## config.mk

```make
export PLATFORM = sky130hd
export DESIGN_NAME = pi_stream_tx_flat
export DESIGN_NICKNAME = d
export VERILOG_FILES = /design/src/rtl/pi_stream_tx_if.sv /design/src/rtl/pi_stream_tx.sv /design/src/flat_wrapper.sv
export SDC_FILE = /design/constraint.sdc
export NUM_CORES = 1
export LEC_CHECK = 0
export CAP_MARGIN = 20
export CORE_MARGIN = 1.5
export CORE_UTILIZATION = 63
export CTS_BUF_LIST = sky130_fd_sc_hd__clkbuf_2
export DETAILED_ROUTE_END_ITERATION = 10
export GPL_TIMING_DRIVEN = 0
export PLACE_DENSITY_LB_ADDON = 0.3
export SYNTH_ARGS = -nofsm -noshare
export SYNTH_HDL_FRONTEND = slang
export SYNTH_SLANG_ARGS = --single-unit
```

## constraint.sdc

```tcl
create_clock -name clk -period 4.2 [get_ports clk]
set_input_delay 0.84 -clock clk [delete_from_list [all_inputs] [get_ports clk]]
set_output_delay 0.84 -clock clk [all_outputs]
set_load 0.03 [all_outputs]
```

## src/rtl/pi_stream_tx_if.sv

```systemverilog
// Sample input, SPI and status signals of pi_stream_tx. The transmitter is the
// SPI master and takes modport master; the sample producer/Pi side takes slave.
interface pi_stream_tx_if #(
  parameter int DEPTH = 8
) ();
  localparam int LW = $clog2(DEPTH) + 1;

  logic          sample_valid;
  logic [10:0]   sample;
  logic          clear_overflow;
  logic          sclk;
  logic          dout;
  logic          ncs;
  logic [LW-1:0] fifo_level;
  logic          overflow;
  logic [7:0]    drop_count;

  modport master (
    input  sample_valid, sample, clear_overflow,
    output sclk, dout, ncs, fifo_level, overflow, drop_count
  );

  modport slave (
    output sample_valid, sample, clear_overflow,
    input  sclk, dout, ncs, fifo_level, overflow, drop_count
  );
endinterface

```

## src/rtl/pi_stream_tx.sv

```systemverilog
// Buffered SPI-master transmitter: queues {seq, sample} entries in a small FIFO
// and sends each as a 16-bit frame (start bit, seq, sample, even parity).
module pi_stream_tx #(
  parameter int DEPTH    = 8,
  parameter int CLK_DIV  = 16,
  parameter int GAP_BITS = 2
) (
  input  logic           clk,
  input  logic           nreset,
  pi_stream_tx_if.master bus
);
  localparam int PW       = $clog2(DEPTH);
  localparam int LW       = $clog2(DEPTH) + 1;
  localparam int BIT_CLKS = 2 * CLK_DIV;
  localparam int GAP_CLKS = GAP_BITS * BIT_CLKS;
  localparam int GAP_LAST = (GAP_CLKS > 0) ? GAP_CLKS - 1 : 0;
  localparam int CNT_MAX  = (GAP_CLKS > BIT_CLKS) ? GAP_CLKS : BIT_CLKS;
  localparam int CW       = $clog2(CNT_MAX);

  typedef enum logic [1:0] {IDLE, LOAD, SHIFT, GAP} state_t;

  state_t        state_q;
  logic [CW-1:0] div_q;
  logic [3:0]    bit_q;
  logic [15:0]   shift_q;
  logic          sclk_q;
  logic          dout_q;
  logic          ncs_q;

  logic [2:0]    seq_q;
  logic [PW-1:0] wptr_q;
  logic [PW-1:0] rptr_q;
  logic [LW-1:0] level_q, level_d;
  logic          overflow_q, overflow_d;
  logic [7:0]    drop_q, drop_d;
  logic [13:0]   mem [DEPTH];

  logic          pop;
  logic          push;
  logic          drop;
  logic [13:0]   head;
  logic [15:0]   frame;

  assign head  = mem[rptr_q];
  assign frame = {1'b1, head, ^{1'b1, head}};

  // A full FIFO still accepts a sample when the head is popped in the same cycle.
  always_comb begin
    pop        = (state_q == LOAD);
    push       = bus.sample_valid && ((level_q < LW'(DEPTH)) || pop);
    drop       = bus.sample_valid && !push;

    level_d    = level_q;
    if (push && !pop) begin
      level_d = level_q + LW'(1);
    end else if (!push && pop) begin
      level_d = level_q - LW'(1);
    end

    overflow_d = overflow_q;
    drop_d     = drop_q;
    if (drop) begin
      overflow_d = 1'b1;
      if (bus.clear_overflow) begin
        drop_d = 8'd1;
      end else if (drop_q != 8'hFF) begin
        drop_d = drop_q + 8'd1;
      end
    end else if (bus.clear_overflow) begin
      overflow_d = 1'b0;
      drop_d     = 8'd0;
    end
  end

  always_ff @(posedge clk) begin
    if (push) begin
      mem[wptr_q] <= {seq_q, bus.sample};
    end
  end

  always_ff @(posedge clk or negedge nreset) begin
    if (!nreset) begin
      seq_q      <= '0;
      wptr_q     <= '0;
      rptr_q     <= '0;
      level_q    <= '0;
      overflow_q <= 1'b0;
      drop_q     <= '0;
    end else begin
      if (bus.sample_valid) begin
        seq_q <= seq_q + 3'd1;
      end
      if (push) begin
        wptr_q <= wptr_q + PW'(1);
      end
      if (pop) begin
        rptr_q <= rptr_q + PW'(1);
      end
      level_q    <= level_d;
      overflow_q <= overflow_d;
      drop_q     <= drop_d;
    end
  end

  // sclk rises halfway through each bit; dout only moves on the falling edge.
  always_ff @(posedge clk or negedge nreset) begin
    if (!nreset) begin
      state_q <= IDLE;
      div_q   <= '0;
      bit_q   <= '0;
      shift_q <= '0;
      sclk_q  <= 1'b0;
      dout_q  <= 1'b0;
      ncs_q   <= 1'b1;
    end else begin
      case (state_q)
        IDLE: begin
          ncs_q  <= 1'b1;
          sclk_q <= 1'b0;
          dout_q <= 1'b0;
          div_q  <= '0;
          if (level_q != '0) begin
            state_q <= LOAD;
          end
        end
        LOAD: begin
          shift_q <= {frame[14:0], 1'b0};
          dout_q  <= frame[15];
          ncs_q   <= 1'b0;
          div_q   <= '0;
          bit_q   <= 4'd15;
          state_q <= SHIFT;
        end
        SHIFT: begin
          if (div_q == CW'(BIT_CLKS - 1)) begin
            div_q  <= '0;
            sclk_q <= 1'b0;
            if (bit_q == 4'd0) begin
              ncs_q   <= 1'b1;
              dout_q  <= 1'b0;
              state_q <= GAP;
            end else begin
              bit_q   <= bit_q - 4'd1;
              dout_q  <= shift_q[15];
              shift_q <= {shift_q[14:0], 1'b0};
            end
          end else begin
            div_q <= div_q + CW'(1);
            if (div_q == CW'(CLK_DIV - 1)) begin
              sclk_q <= 1'b1;
            end
          end
        end
        GAP: begin
          if (div_q == CW'(GAP_LAST)) begin
            div_q   <= '0;
            state_q <= IDLE;
          end else begin
            div_q <= div_q + CW'(1);
          end
        end
        default: state_q <= IDLE;
      endcase
    end
  end

  assign bus.sclk       = sclk_q;
  assign bus.dout       = dout_q;
  assign bus.ncs        = ncs_q;
  assign bus.fifo_level = level_q;
  assign bus.overflow   = overflow_q;
  assign bus.drop_count = drop_q;
endmodule

```

## src/flat_wrapper.sv

```systemverilog
// flat-port wrapper written by rule: the top's interface ports become plain ports
module pi_stream_tx_flat 
#(
  parameter int DEPTH    = 8,
  parameter int CLK_DIV  = 16,
  parameter int GAP_BITS = 2
)
  (clk, nreset, bus_sample_valid, bus_sample, bus_clear_overflow, bus_sclk, bus_dout, bus_ncs, bus_fifo_level, bus_overflow, bus_drop_count);
  pi_stream_tx_if #(.DEPTH(DEPTH)) bus_i ();
  input  logic clk;
  input  logic nreset;
  input wire logic [$bits(bus_i.sample_valid)-1:0] bus_sample_valid;
  input wire logic [$bits(bus_i.sample)-1:0] bus_sample;
  input wire logic [$bits(bus_i.clear_overflow)-1:0] bus_clear_overflow;
  output wire logic [$bits(bus_i.sclk)-1:0] bus_sclk;
  output wire logic [$bits(bus_i.dout)-1:0] bus_dout;
  output wire logic [$bits(bus_i.ncs)-1:0] bus_ncs;
  output wire logic [$bits(bus_i.fifo_level)-1:0] bus_fifo_level;
  output wire logic [$bits(bus_i.overflow)-1:0] bus_overflow;
  output wire logic [$bits(bus_i.drop_count)-1:0] bus_drop_count;
  assign bus_i.sample_valid = bus_sample_valid;
  assign bus_i.sample = bus_sample;
  assign bus_i.clear_overflow = bus_clear_overflow;
  assign bus_sclk = bus_i.sclk;
  assign bus_dout = bus_i.dout;
  assign bus_ncs = bus_i.ncs;
  assign bus_fifo_level = bus_i.fifo_level;
  assign bus_overflow = bus_i.overflow;
  assign bus_drop_count = bus_i.drop_count;
  pi_stream_tx #(.DEPTH(DEPTH), .CLK_DIV(CLK_DIV), .GAP_BITS(GAP_BITS)) u_core (.clk(clk), .nreset(nreset), .bus(bus_i));
endmodule
```

### After elaboration in Yosys (flattened, before gate mapping)

Memory sizes are Yosys's and may differ from the RTL's.
Index checks and enable logic that the tools add are counted.

* register bits after elaboration: 53
* bits in writable memories: 112
* input port bits: 15
* memories kept: 1

Memories
* u_core.mem: words 8, bits a word 14, read ports 1, clocked after memory_dff 0, write ports 1, line pi_stream_tx.sv:36 `logic [13:0] mem [DEPTH];`

* add/sub/neg operators: 8
* $lt $le $gt $ge: 1
* eq/ne operators: 13
* muxes and demuxes: 33
* reductions and logical operators: 24

Operators by type and width (count)
* $mux W16: 2
* $mux W8: 4
* $pmux W16 S2: 1
* $pmux W6 S3: 1
* $mux W4: 4
* $reduce_xor A15 Y1: 1
* $mux W6: 2
* $mux W1: 10
* $reduce_bool A2 Y1: 5
* $add A3 B1 Y3 const B: 3
* $add A8 B1 Y8 const B: 1
* $mux W2: 4
* $ne A2 B1 Y1 const B: 4
* $ne A8 B8 Y1 const B: 1
* $pmux W2 S4: 1
* $pmux W4 S2: 1
* $sub A4 B1 Y4 const B: 2
* $add A6 B1 Y6 const B: 1
* $eq A6 B4 Y1 const B: 1
* $eq A6 B5 Y1 const B: 1
* $eq A6 B6 Y1 const B: 1
* $pmux W1 S3: 2
* $reduce_and A2 Y1: 3
* $reduce_and A3 Y1: 2
* 16 further kinds: 21

### Longest topological paths before layout

* word-level depth: 7
* gate-level depth with buffers: 12

### Least setup slack after synthesis

No wires, ideal clock.

* path type: flip-flop to flip-flop
* from: register u_core.state_q[1]
* to: memory u_core.mem[1][0] (enable)
* library setup time: 0.403 ns
* arrival: 2.378 ns
* required time: 3.797 ns
* setup slack: 1.419 ns
* cell stages (with the launch flop): 7
* path buffers: 0
* period minus slack after synthesis: 2.781 ns
* cells stage by stage: dfrtp_1 -> inv_1 -> ha_1 -> inv_1 -> a21boi_1 -> nand2_1 -> nor3_1

* word-level cells in the longest chain between the ends: 5

Ends and longest elaborated chain
* from (decl): line pi_stream_tx.sv:22 `state_t state_q;`
* from (signal assigned): line pi_stream_tx.sv:108 `state_q <= IDLE;`
* from (signal assigned): line pi_stream_tx.sv:123 `state_q <= LOAD;`
* from (signal assigned): line pi_stream_tx.sv:132 `state_q <= SHIFT;`
* $eq A2 B1 Y1: line pi_stream_tx.sv:49 `pop = (state_q == LOAD);`
* $logic_or A1 B1 Y1: line pi_stream_tx.sv:50 `push = bus.sample_valid && ((level_q < LW'(DEPTH)) || pop);`
* $logic_and A1 B1 Y1: line pi_stream_tx.sv:50
* net u_core.push: line pi_stream_tx.sv:39 `logic push;`
* $mux W1: line pi_stream_tx.sv:76 `if (push) begin`
* $mux W1 (implied by the code): line pi_stream_tx.sv:77 `mem[wptr_q] <= {seq_q, bus.sample};`
* to (decl): line pi_stream_tx.sv:36

The timed path passes the listed nets, and every way through them passes these cells.

### Final worst setup path

* from: register u_core.state_q[1]
* to: memory u_core.mem[6][3] (enable)

Same word-level chain as after synthesis.

==> flow_metrics.py <==
metrics = {
    "clock_tree": {
        "insertion_delay_ps": 720,
        "clk_path_buf_depth": 2,
        "path_clk_slew_ps": 220,
        "h-tree-depth": 4,
        "cts_root_buffer": "clkbuf_2",
        "cts_made_buffers": 17,
        "cts_sinks": 164,
        "cts_tree": "yes",
    },
    "global_route": {
        "grt_pass1_vias": 3800,
        "grt_usage_pct": 23.4,
        "grt_busiest_layer": "met2",
        "antenna_found_initial": 0,
        "grt_pass1_wl_mm": 19.8,
        "gr-total-overflow": 0,
        "gr-usage-met1_pct": 31.3,
        "grt_use_met3_pct": 7.17,
        "grt_max_degree": 39,
        "met2_usage_pct": 36.6,
    },
    "die": {
        "num_rows": 38,
        "initial_core_util_pct": 64.7,
        "die_h_microns": 109,
        "core-area_sq_mm": 0.0109,
        "die_area_sq_mm": 0.0118,
        "io_pins": 31,
        "die_w_microns": 109,
    },
    "synthesis": {
        "synth-edff-count": 112,
        "yosysTopAreaCell": "edfxtp_1",
        "synth_seq_cells": 164,
        "yosysTopAreaCellShare_pct": 47.8,
        "syn_nets": 465,
        "yosysUniqueCellTypes": 47,
        "synthesis.area_sq_mm": 0.00704,
        "seq_area_frac_synth_pct": 66.2,
        "ys_top_cells_by_area": "edfxtp_1 (48%), dfrtp_1 (18%), mux4_1 (9.0%)",
        "ys.warnings.count": 0,
        "ys.flop_type": "edfxtp_1",
        "syn_inst": 435,
        "syn_avg_cell_area_sq_um": 16.2,
        "async_flop_share_pct": 31.7,
    },
    "place": {
        "place_congestion": 0.802,
        "place_hpwl_mm": 8.58,
        "io_buffers": 29,
        "dp_slack_ps": 631,
    },
    "route": {
        "wl_mm": 12.3,
        "via_per_inst": 5.90,
        "vias": 3802,
        "drt_iter0_drc": 299,
        "ant_nets": 0,
        "drc": 0,
        "drtPass1Iterations": 5,
        "wl_per_cell_microns": 19.0,
    },
    "setup_path": {
        "cp-end-kind": "flip-flop",
        "cp.required_ps": 4660,
        "reg2reg_slack_ps": 1090,
        "critPathLaunchType": "flip-flop",
        "worstPathMaxFanout": 8,
        "cp_data_arrival_time_ps": 3560,
        "crit_type": "reg2reg",
    },
    "run_status": {
        "status": "finished, final reports clean",
    },
    "final_layout": {
        "register_area_sq_mm": 0.00467,
        "n_antenna_cell": 0,
        "final_cell_mix": "edfxtp_1 (112), dfrtp_1 (51), nor2_1 (48)",
        "fin_util_pct": 71.8,
        "drive_gt1_share_pct": 13.9,
        "area_delta_synth_final_pct": 10.9,
        "fin_nets": 521,
        "final_common_cell": "edfxtp_1",
        "fillCellCount": 696,
        "multi_input_area_sq_mm": 0.00225,
    },
    "timing": {
        "relSlewSlack_pct": 34.8,
        "hold_viol": 0,
        "finClkSkew_ps": 23.5,
        "setup_viol": 0,
        "slew_viol_final": 0,
        "max_freq_ghz": 0.322,
        "period_share_pct": 73.9,
        "finalCriticalPeriod_ps": 3110,
        "worst_pin_slew_ps": 976,
        "timing.final.ws_setup_ps": 1090,
        "rsz0062_at_grt": "no",
    },
    "power": {
        "leakagePower_nw": 2.91,
        "peakVddDrop_mv": 0.458,
        "powerDensity_mw_per_mm2": 723,
        "total_power_mw": 5.65,
    },
    "flow_run": {
        "maxCapViolCount": 0,
    },
    "min_path": {
        "hp-class": "reg2reg",
    },
}
synthesized netlist by cell type, types with 5 or more instances:
cell type	instances
mux2_2	11
mux2i_1	11
clkbuf_1	8
ha_1	14
nand2_1	17
inv_1	9
and3_1	5
nand3_1	7
mux4_1	24
edfxtp_1	112
xor2_1	10
xnor2_1	15
a21oi_1	24
a31oi_1	5
nor2_1	50
o21ai_0	10
nand2b_1	7
dfrtp_1	51
stage by stage:
step | cell area, sq um | hold WS (ps) | setup TNS [ps] | cells
3_5_place_dp | 7610 | 451 | 0 | 611
6_report | 7810 | 472 | 0 | 644
5_1_grt | 7810 | 422 | 0 | 644
4_1_cts | 7810 | 429 | 0 | 644
3_3_place_gp | 7510 | 438 | -8110 | 604
2_1_floorplan | 7040 | 424 | 0 | 435
state kept, by name, indices dropped and copies added (netlist names):
register	flops
u_core.state_q	2
u_core.bus.overflow	1
u_core.seq_q	3
u_core.bus.ncs	1
u_core.bus.dout	1
u_core.bus.fifo_level	4
u_core.shift_q	15
u_core.mem	112
u_core.wptr_q	3
u_core.bus.drop_count	8
u_core.rptr_q	3
u_core.bit_q	4
u_core.div_q	6
u_core.bus.sclk	1
cell type report:
class,instances,share of cell area (%)
tap,140,2.24
clock buffer,18,1.15
timing repair buffer,37,4.95
sequential,164,59.7
inverter,9,0.432
clock inverter,14,1.31
buffer,16,1.36
multi-input combinational,246,28.8
per-layer routing:
layer	vias to the layer above	wire (microns)
li1	1771	-
met1	1915	5330
met2	99	6090
met3	17	633
met4	0	201
met5	-	0
kinds of logic (layout without fill, tap and decap cells):
group,after synthesis,count (layout),synth area share (%)
compound gates,49,49,4.03
xor+xnor,29,29,4.21
fa+ha+maj,15,15,2.77
buf+inv,25,94,1.99
flops,164,164,66.2
mux,53,53,14.4
simple gates,100,100,6.34
worst paths after layout:
kind / from / end / cells past startpoint
max: u_core.state_q[1]$_DFFE_PN0P_ / u_core.mem[6][3]$_DFFE_PP_ / 7
min: u_core.div_q[0]$_DFF_PN0_ / u_core.div_q[0]$_DFF_PN0_ / 1
max reg2reg: u_core.state_q[1]$_DFFE_PN0P_ / u_core.mem[6][3]$_DFFE_PP_ / 7
min reg2reg: u_core.div_q[0]$_DFF_PN0_ / u_core.div_q[0]$_DFF_PN0_ / 1
max in group asynchronous: nreset / u_core.bus.ncs$_DFFE_PN1P_ / 3
min in group asynchronous: nreset / u_core.shift_q[14]$_DFFE_PN0P_ / 2
worst max-delay path, stage by stage (launching register included):
cell and delay, ps:
dfrtp_1 470, inv_1 120, ha_1 340, inv_1 200, a21boi_1 540, nand2b_1 250, nor2_1 690, buf_6 240
what timing repair did:
item,in CTS,in global routing
resized for setup,0,0
hold buffers,1,0
endpoints found under the hold margin,14,0
buffers inserted,0,0
power breakdown:
part / total (mW) / internal (mW) / switching, mW
combinational: 2.61 / 1.33 / 1.29
clock: 0.714 / 0.163 / 0.551
sequential: 2.32 / 2.11 / 0.211
No activity file was read; power rests on OpenSTA's default activity.
